===== src/rtl/tilelink_pkg.sv =====
// Shared TileLink-UL constants, channel payload types and width helpers
// for the A/D channel buffer.
package tilelink_pkg;

  localparam logic [2:0] PutFullData    = 3'd0;
  localparam logic [2:0] PutPartialData = 3'd1;
  localparam logic [2:0] ArithmeticData = 3'd2;
  localparam logic [2:0] LogicalData    = 3'd3;
  localparam logic [2:0] Get            = 3'd4;
  localparam logic [2:0] Intent         = 3'd5;

  localparam logic [2:0] AccessAck      = 3'd0;
  localparam logic [2:0] AccessAckData  = 3'd1;
  localparam logic [2:0] HintAck        = 3'd2;

  localparam int unsigned DParamW = 2;

  localparam int unsigned AddrW = 32;
  localparam int unsigned DataW = 32;
  localparam int unsigned SrcW  = 4;

  typedef struct packed {
    logic [2:0]         opcode;
    logic [2:0]         param;
    logic [3:0]         size;
    logic [SrcW-1:0]    source;
    logic [AddrW-1:0]   address;
    logic [DataW/8-1:0] mask;
    logic [DataW-1:0]   data;
    logic               corrupt;
  } a_chan_t;

  typedef struct packed {
    logic [2:0]         opcode;
    logic [DParamW-1:0] param;
    logic [3:0]         size;
    logic [SrcW-1:0]    source;
    logic               denied;
    logic [DataW-1:0]   data;
    logic               corrupt;
  } d_chan_t;

  // Flattened payload widths for arbitrary module parameters.
  function automatic int unsigned a_width(int unsigned aw, int unsigned dw, int unsigned rs);
    return 3 + 3 + 4 + rs + aw + dw / 8 + dw + 1;
  endfunction

  function automatic int unsigned d_width(int unsigned dw, int unsigned rs);
    return 3 + DParamW + 4 + rs + 1 + dw + 1;
  endfunction

endpackage


===== src/rtl/tilelink_sync_fifo.sv =====
// Synchronous FIFO with extra-MSB pointers; storage is reset so the read
// port shows zeros while empty after reset.
module tilelink_sync_fifo #(
  parameter int unsigned WIDTH = 8,
  parameter int unsigned DEPTH = 4
) (
  input  logic             clk,
  input  logic             rst_n,
  input  logic             wr_valid,
  output logic             wr_ready,
  input  logic [WIDTH-1:0] wr_data,
  output logic             rd_valid,
  input  logic             rd_ready,
  output logic [WIDTH-1:0] rd_data
);

  localparam int unsigned AddrW = $clog2(DEPTH);
  localparam int unsigned PtrW  = AddrW + 1;

  logic [PtrW-1:0]  wr_ptr_q, rd_ptr_q;
  logic [WIDTH-1:0] mem_q [DEPTH];
  logic             full, empty, push, pop;

  assign full  = (wr_ptr_q[PtrW-1] != rd_ptr_q[PtrW-1]) &&
                 (wr_ptr_q[AddrW-1:0] == rd_ptr_q[AddrW-1:0]);
  assign empty = (wr_ptr_q == rd_ptr_q);
  assign push  = wr_valid && !full;
  assign pop   = rd_ready && !empty;

  assign wr_ready = !full;
  assign rd_valid = !empty;
  assign rd_data  = mem_q[rd_ptr_q[AddrW-1:0]];

  always_ff @(posedge clk or negedge rst_n) begin
    if (!rst_n) begin
      wr_ptr_q <= '0;
      rd_ptr_q <= '0;
      for (int i = 0; i < DEPTH; i++) mem_q[i] <= '0;
    end else begin
      if (push) begin
        mem_q[wr_ptr_q[AddrW-1:0]] <= wr_data;
        wr_ptr_q <= wr_ptr_q + PtrW'(1);
      end
      if (pop) rd_ptr_q <= rd_ptr_q + PtrW'(1);
    end
  end

endmodule


===== src/rtl/tilelink_buffer.sv =====
// TL-UL buffer: A and D channel FIFOs plus in-flight counting and a sticky
// protocol-error flag.
module tilelink_buffer import tilelink_pkg::*; #(
  parameter int unsigned AW     = 32,
  parameter int unsigned DW     = 32,
  parameter int unsigned RS     = 4,
  parameter int unsigned ADEPTH = 4,
  parameter int unsigned DDEPTH = 4,
  parameter int unsigned MAXOUT = 4
) (
  input  logic                         tilelink_clock,
  input  logic                         tilelink_reset,
  input  logic [2:0]                   u_a_opcode,
  input  logic [2:0]                   u_a_param,
  input  logic [3:0]                   u_a_size,
  input  logic [RS-1:0]                u_a_source,
  input  logic [AW-1:0]                u_a_address,
  input  logic [DW/8-1:0]              u_a_mask,
  input  logic [DW-1:0]                u_a_data,
  input  logic                         u_a_corrupt,
  input  logic                         u_a_valid,
  output logic                         u_a_ready,
  output logic [2:0]                   u_d_opcode,
  output logic [DParamW-1:0]           u_d_param,
  output logic [3:0]                   u_d_size,
  output logic [RS-1:0]                u_d_source,
  output logic                         u_d_denied,
  output logic [DW-1:0]                u_d_data,
  output logic                         u_d_corrupt,
  output logic                         u_d_valid,
  input  logic                         u_d_ready,
  output logic [2:0]                   v_a_opcode,
  output logic [2:0]                   v_a_param,
  output logic [3:0]                   v_a_size,
  output logic [RS-1:0]                v_a_source,
  output logic [AW-1:0]                v_a_address,
  output logic [DW/8-1:0]              v_a_mask,
  output logic [DW-1:0]                v_a_data,
  output logic                         v_a_corrupt,
  output logic                         v_a_valid,
  input  logic                         v_a_ready,
  input  logic [2:0]                   v_d_opcode,
  input  logic [DParamW-1:0]           v_d_param,
  input  logic [3:0]                   v_d_size,
  input  logic [RS-1:0]                v_d_source,
  input  logic                         v_d_denied,
  input  logic [DW-1:0]                v_d_data,
  input  logic                         v_d_corrupt,
  input  logic                         v_d_valid,
  output logic                         v_d_ready,
  output logic [$clog2(MAXOUT+1)-1:0] outstanding,
  output logic                         tl_err
);

  localparam int unsigned AWidth  = a_width(AW, DW, RS);
  localparam int unsigned DWidth  = d_width(DW, RS);
  localparam int unsigned OW      = $clog2(MAXOUT + 1);
  localparam int unsigned MaxSize = $clog2(DW / 8);

  logic [AWidth-1:0] a_in, a_out;
  logic [DWidth-1:0] d_in, d_out;
  logic              a_not_full, d_not_full;
  logic              u_a_fire, u_d_fire, v_d_fire;
  logic              size_bad;
  logic [OW-1:0]     outstanding_q, outstanding_d;
  logic              err_q, err_d;

  assign a_in = {u_a_opcode, u_a_param, u_a_size, u_a_source, u_a_address,
                 u_a_mask, u_a_data, u_a_corrupt};
  assign {v_a_opcode, v_a_param, v_a_size, v_a_source, v_a_address,
          v_a_mask, v_a_data, v_a_corrupt} = a_out;

  assign d_in = {v_d_opcode, v_d_param, v_d_size, v_d_source, v_d_denied,
                 v_d_data, v_d_corrupt};
  assign {u_d_opcode, u_d_param, u_d_size, u_d_source, u_d_denied,
          u_d_data, u_d_corrupt} = d_out;

  // Ready is gated by the reset input so both readies read low while held in reset.
  assign u_a_ready = tilelink_reset && a_not_full && (outstanding_q < OW'(MAXOUT));
  assign v_d_ready = tilelink_reset && d_not_full;

  assign u_a_fire = u_a_valid && u_a_ready;
  assign u_d_fire = u_d_valid && u_d_ready;
  assign v_d_fire = v_d_valid && v_d_ready;
  assign size_bad = u_a_size > 4'(MaxSize);

  tilelink_sync_fifo #(
    .WIDTH (AWidth),
    .DEPTH (ADEPTH)
  ) u_a_fifo (
    .clk      (tilelink_clock),
    .rst_n    (tilelink_reset),
    .wr_valid (u_a_fire),
    .wr_ready (a_not_full),
    .wr_data  (a_in),
    .rd_valid (v_a_valid),
    .rd_ready (v_a_ready),
    .rd_data  (a_out)
  );

  tilelink_sync_fifo #(
    .WIDTH (DWidth),
    .DEPTH (DDEPTH)
  ) u_d_fifo (
    .clk      (tilelink_clock),
    .rst_n    (tilelink_reset),
    .wr_valid (v_d_valid),
    .wr_ready (d_not_full),
    .wr_data  (d_in),
    .rd_valid (u_d_valid),
    .rd_ready (u_d_ready),
    .rd_data  (d_out)
  );

  always_comb begin
    outstanding_d = outstanding_q;
    err_d         = err_q;
    case ({u_a_fire, u_d_fire})
      2'b10:   outstanding_d = outstanding_q + OW'(1);
      2'b01:   if (outstanding_q != '0) outstanding_d = outstanding_q - OW'(1);
      default: outstanding_d = outstanding_q;
    endcase
    // A response with nothing in flight, arriving either side of the D FIFO.
    if (u_d_fire && outstanding_q == '0) err_d = 1'b1;
    if (v_d_fire && outstanding_q == '0 && !u_d_valid) err_d = 1'b1;
    if (u_a_fire && size_bad) err_d = 1'b1;
  end

  always_ff @(posedge tilelink_clock or negedge tilelink_reset) begin
    if (!tilelink_reset) begin
      outstanding_q <= '0;
      err_q         <= 1'b0;
    end else begin
      outstanding_q <= outstanding_d;
      err_q         <= err_d;
    end
  end

  assign outstanding = outstanding_q;
  assign tl_err      = err_q;

endmodule


===== config.mk =====
export PLATFORM = sky130hd
export DESIGN_NAME = tilelink_buffer
export DESIGN_NICKNAME = d
export VERILOG_FILES = /design/src/rtl/tilelink_pkg.sv /design/src/rtl/tilelink_sync_fifo.sv /design/src/rtl/tilelink_buffer.sv
export SDC_FILE = /design/constraint.sdc
export NUM_CORES = 1
export LEC_CHECK = 0
export ABC_AREA = 1
export CAP_MARGIN = 20
export CELL_PAD_IN_SITES_DETAIL_PLACEMENT = 0
export CELL_PAD_IN_SITES_GLOBAL_PLACEMENT = 1
export CORE_ASPECT_RATIO = 0.5
export CORE_MARGIN = 3
export CORE_UTILIZATION = 39
export CTS_CLUSTER_SIZE = 25
export DETAILED_ROUTE_END_ITERATION = 10
export GPL_TIMING_DRIVEN = 0
export PLACE_DENSITY = 0.74
export SLEW_MARGIN = 20
export SYNTH_ARGS = -nofsm -noshare
export SYNTH_HDL_FRONTEND = slang
export SYNTH_HIERARCHICAL = 1
export SYNTH_SLANG_ARGS = --single-unit

===== constraint.sdc =====
create_clock -name tilelink_clock -period 2.2 [get_ports tilelink_clock]
set_input_delay 0.33 -clock tilelink_clock [delete_from_list [all_inputs] [get_ports tilelink_clock]]
set_output_delay 0.33 -clock tilelink_clock [all_outputs]
set_load 0.01 [all_outputs]

==> flow_metrics.tcl <==
set metrics [dict create \
    setup_viol 476 \
    hold_ws_ns 0.003825 \
    fp.dieW_um 371.0 \
    crit_family "buffers and inverters" \
    post-place-ws_ns -1.733 \
    period_needed_ns 2.457 \
    min_path_type "in -> async" \
    violations "setup timing" \
    grt_use_met3_pct 4.223 \
    busiest_layer "met2" \
    port_buffers 273 \
    path_class "reg -> out" \
    route.detailed.wl_per_inst_um 22.35 \
    core_area_sq_mm 0.06540 \
    endpoint_kind "output pin" \
    fin_crit_sh_pct 111.7 \
    cts_buffers 51 \
    drive_above_1_share_pct 23.73 \
    ys_seq_area_share_pct 51.64 \
    grt_max_degree 94 \
    grt_pass1_vias 25750 \
    vdd_drop_max_mv 0.7665 \
    cts.clk_slew.worst_paths_ns 0.07 \
    final_nets 3802 \
    num_rows 66 \
    dr.pass1.iters 5 \
    skew_ns 0.01968 \
    path_buf_inv 6 \
    syn_area_sq_mm 0.02597 \
    drt-total-wl_mm 102.5 \
    slowest_delay_ns 0.38 \
    yosysUniqueCellTypes 27 \
    path_max_fanout 8 \
    place_congestion 0.8422 \
    power_frac_seq_pct 28.3 \
    worstSetupStartpointType "flop" \
    max_freq_mhz 406.9 \
    grt.total_usage_pct 28.60 \
    final_common_cell "nand2_1" \
    final_cell_mix "nand2_1, dfrtp_1, nand4_1, buf_2, nor2_1" \
    power_density_mw_per_mm2 1655 \
    r2r_slack_ns -0.17 \
    status "finished, violations left" \
    cts_htree_levels 2 \
    worst_slack_ns -0.2574 \
    avgViaCountPerCell 5.705 \
    clk_path_buf_depth 3 \
    finalPower_w 0.05990 \
    cts_tree "built" \
    netlist_instances 3200 \
    syn-num-nets 3347 \
    area_growth_pct 39.31 \
    dp_hpwl_mm 63.88 \
    slew_viol_final 0 \
    synth_seq_cells 536 \
    worstPathCellList "buf_6 -> clkinv_8 -> buf_16 -> buf_12 -> clkbuf_16 -> o21ai_2 -> o22ai_2 -> buf_2" \
    clkSinkCount 536 \
    use_met2_pct 46.33 \
    critPathSlowestCell "dfrtp_1" \
    hold_violations 0 \
    drt_iter0_markers 2568 \
    cts-root-buf "clkbuf_16" \
    drc 0 \
    die_h_um 188.5 \
    grt-ovfl-total 0 \
    rsz0062_at_grt "yes" \
    worstPathRequired_ns 1.87 \
    clkPwrFrac_pct 16.8 \
    grt_use_met1_pct 39.12 \
    slew_headroom_pct 32.26 \
    sw_frac_of_total_pct 43.72 \
    vias 26160 \
    critPathArrivalTime_ns 2.13 \
    drv_cap 0 \
    yosys_warnings 6 \
    io_pins 274 \
    leakagePower_nw 17.56 \
    worstMarginPinSlew_ns 1.013 \
    insertion_delay_ns 0.61 \
    initial_core_util_pct 39.72 \
    grt_pass1_wl_mm 156.7 \
    p_int_w 0.03371 \
    p_switching_w 0.02619 \
    grt_antenna_before_repair 7 \
    die-area_sq_mm 0.06992 \
    syn_area_per_cell_sq_um 8.117 \
    power_frac_comb_pct 54.9 \
    ant_nets 0 \
]
-- power groups by stage --
| stage | sequential [W] | clock (W) | combinational [W] |
|---|---|---|---|
| after floorplan | 0.0159 | 0 | 0.0143 |
| after global placement | 0.0165 | 0 | 0.0255 |
| after detailed placement | 0.0165 | 0 | 0.0256 |
| after CTS | 0.0165 | 0.0102 | 0.0297 |
| after global routing | 0.0174 | 0.0106 | 0.0355 |
| final | 0.0170 | 0.0101 | 0.0329 |
-- repair_timing --
action	4_1_cts	5_1_grt
endpoints found under the hold margin	72	0
hold buffers	7	0
endpoints found under the setup margin	473	548
setup buffers	69	25
pin swaps	99	75
gates cloned	22	12
resized for setup	1165	415
-- path summary, 6_finish.rpt --
kind | from | to | depth (start not counted)
hold / removal | tilelink_reset | u_a_fifo/rd_ptr_q[1] | 4
setup / recovery | u_a_fifo/rd_ptr_q[0] | v_a_address[24] | 8
min in group tilelink_clock | v_d_data[0] | u_d_fifo/mem_q[1] | 3
setup reg to reg | u_a_fifo/rd_ptr_q[0] | u_a_fifo/mem_q[210] | 16
hold reg to reg | tl_err | tl_err | 2
max in group asynchronous | tilelink_reset | u_a_fifo/mem_q[138] | 4
-- logic make-up (layout without fill, tap and decap cells) --
group,after synthesis,count (layout),synth area share (%)
simple gates,1914,1914,33.03
buf+inv,339,835,6.402
flops,536,536,51.64
compound gates,397,397,8.300
other cells,0,5,0
xor+xnor,3,3,0.1012
fa+ha+maj,11,11,0.5299
-- cell usage after synthesis --
library cell / instances / share of area [%]
o21ai_1: 3 / 0.058
nand4_4: 1 / 0.082
a21o_1: 1 / 0.029
a21oi_1: 1 / 0.019
dfrtp_1: 536 / 52
inv_2: 6 / 0.087
buf_2: 54 / 1.0
inv_1: 17 / 0.25
nand3_2: 3 / 0.12
nand3_1: 22 / 0.42
clkbuf_1: 172 / 2.5
ha_1: 11 / 0.53
o21ai_0: 261 / 5.0
nor2_1: 261 / 3.8
buf_6: 18 / 0.78
buf_1: 21 / 0.30
nor3_1: 1 / 0.019
nand2_4: 1 / 0.043
xor2_1: 3 / 0.10
nand2_2: 1 / 0.024
nand2_1: 1101 / 16
nand4_1: 522 / 13
nand3_4: 1 / 0.067
o22ai_1: 130 / 3.1
buf_4: 50 / 1.4
clkinv_1: 1 / 0.014
o21ai_2: 1 / 0.034
-- layout make-up --
cell class              count  area, sq um
fillers                  6110        29220
flip-flops and latches    536        13420
multi-input cells        2325        12540
repair buffers            410         4222
plain buffers             307         2912
clock buffers              68         1473
well taps                 884         1106
clock inverters            26        390.4
inverters                  24        115.1
diodes                      5        12.51
-- metrics by stage --
step / cell area (sq um) / std cells / setup TNS (ns) / utilization (%)
3_3_place_gp: 29830 / 4357 / - / 45.62
2_1_floorplan: 25990 / 3200 / -7.547 / -
4_1_cts: 34540 / 4552 / -44.87 / 52.81
5_1_grt: 36180 / 4584 / -95.66 / 55.32
3_5_place_dp: 30000 / 4363 / -624.07 / 45.88
6_report: 36180 / 4585 / -51.22 / 55.33
-- sequential cells by signal, indices dropped and copies added, names as in the netlist --
register	flops
u_d_fifo/wr_ptr_q	3
tl_err	1
u_a_fifo/rd_ptr_q	3
outstanding	3
u_a_fifo/wr_ptr_q	3
u_d_fifo/mem_q	188
u_d_fifo/rd_ptr_q	3
u_a_fifo/mem_q	332
-- routing by layer --
layer | wire length (um) | part of all wire, %
met5 | 14 | 0.014
met4 | 3557 | 3.5
met3 | 6371 | 6.2
met2 | 48700 | 48
met1 | 43820 | 43
-- worst reg2reg max path: stages, from the launching register on --
cell and delay, ns:
dfrtp_1 0.38, buf_6 0.17, clkinv_8 0.10, nand2_1 0.08, nand2_2 0.08, buf_4 0.14, nand3_4 0.09, buf_12 0.14
nand4_4 0.12, inv_8 0.15, buf_4 0.12, buf_6 0.13, nand3_4 0.10, buf_12 0.17, buf_6 0.15, nand2_1 0.07
nand2_1 0.05
No activity file was read; power rests on OpenSTA's default activity.
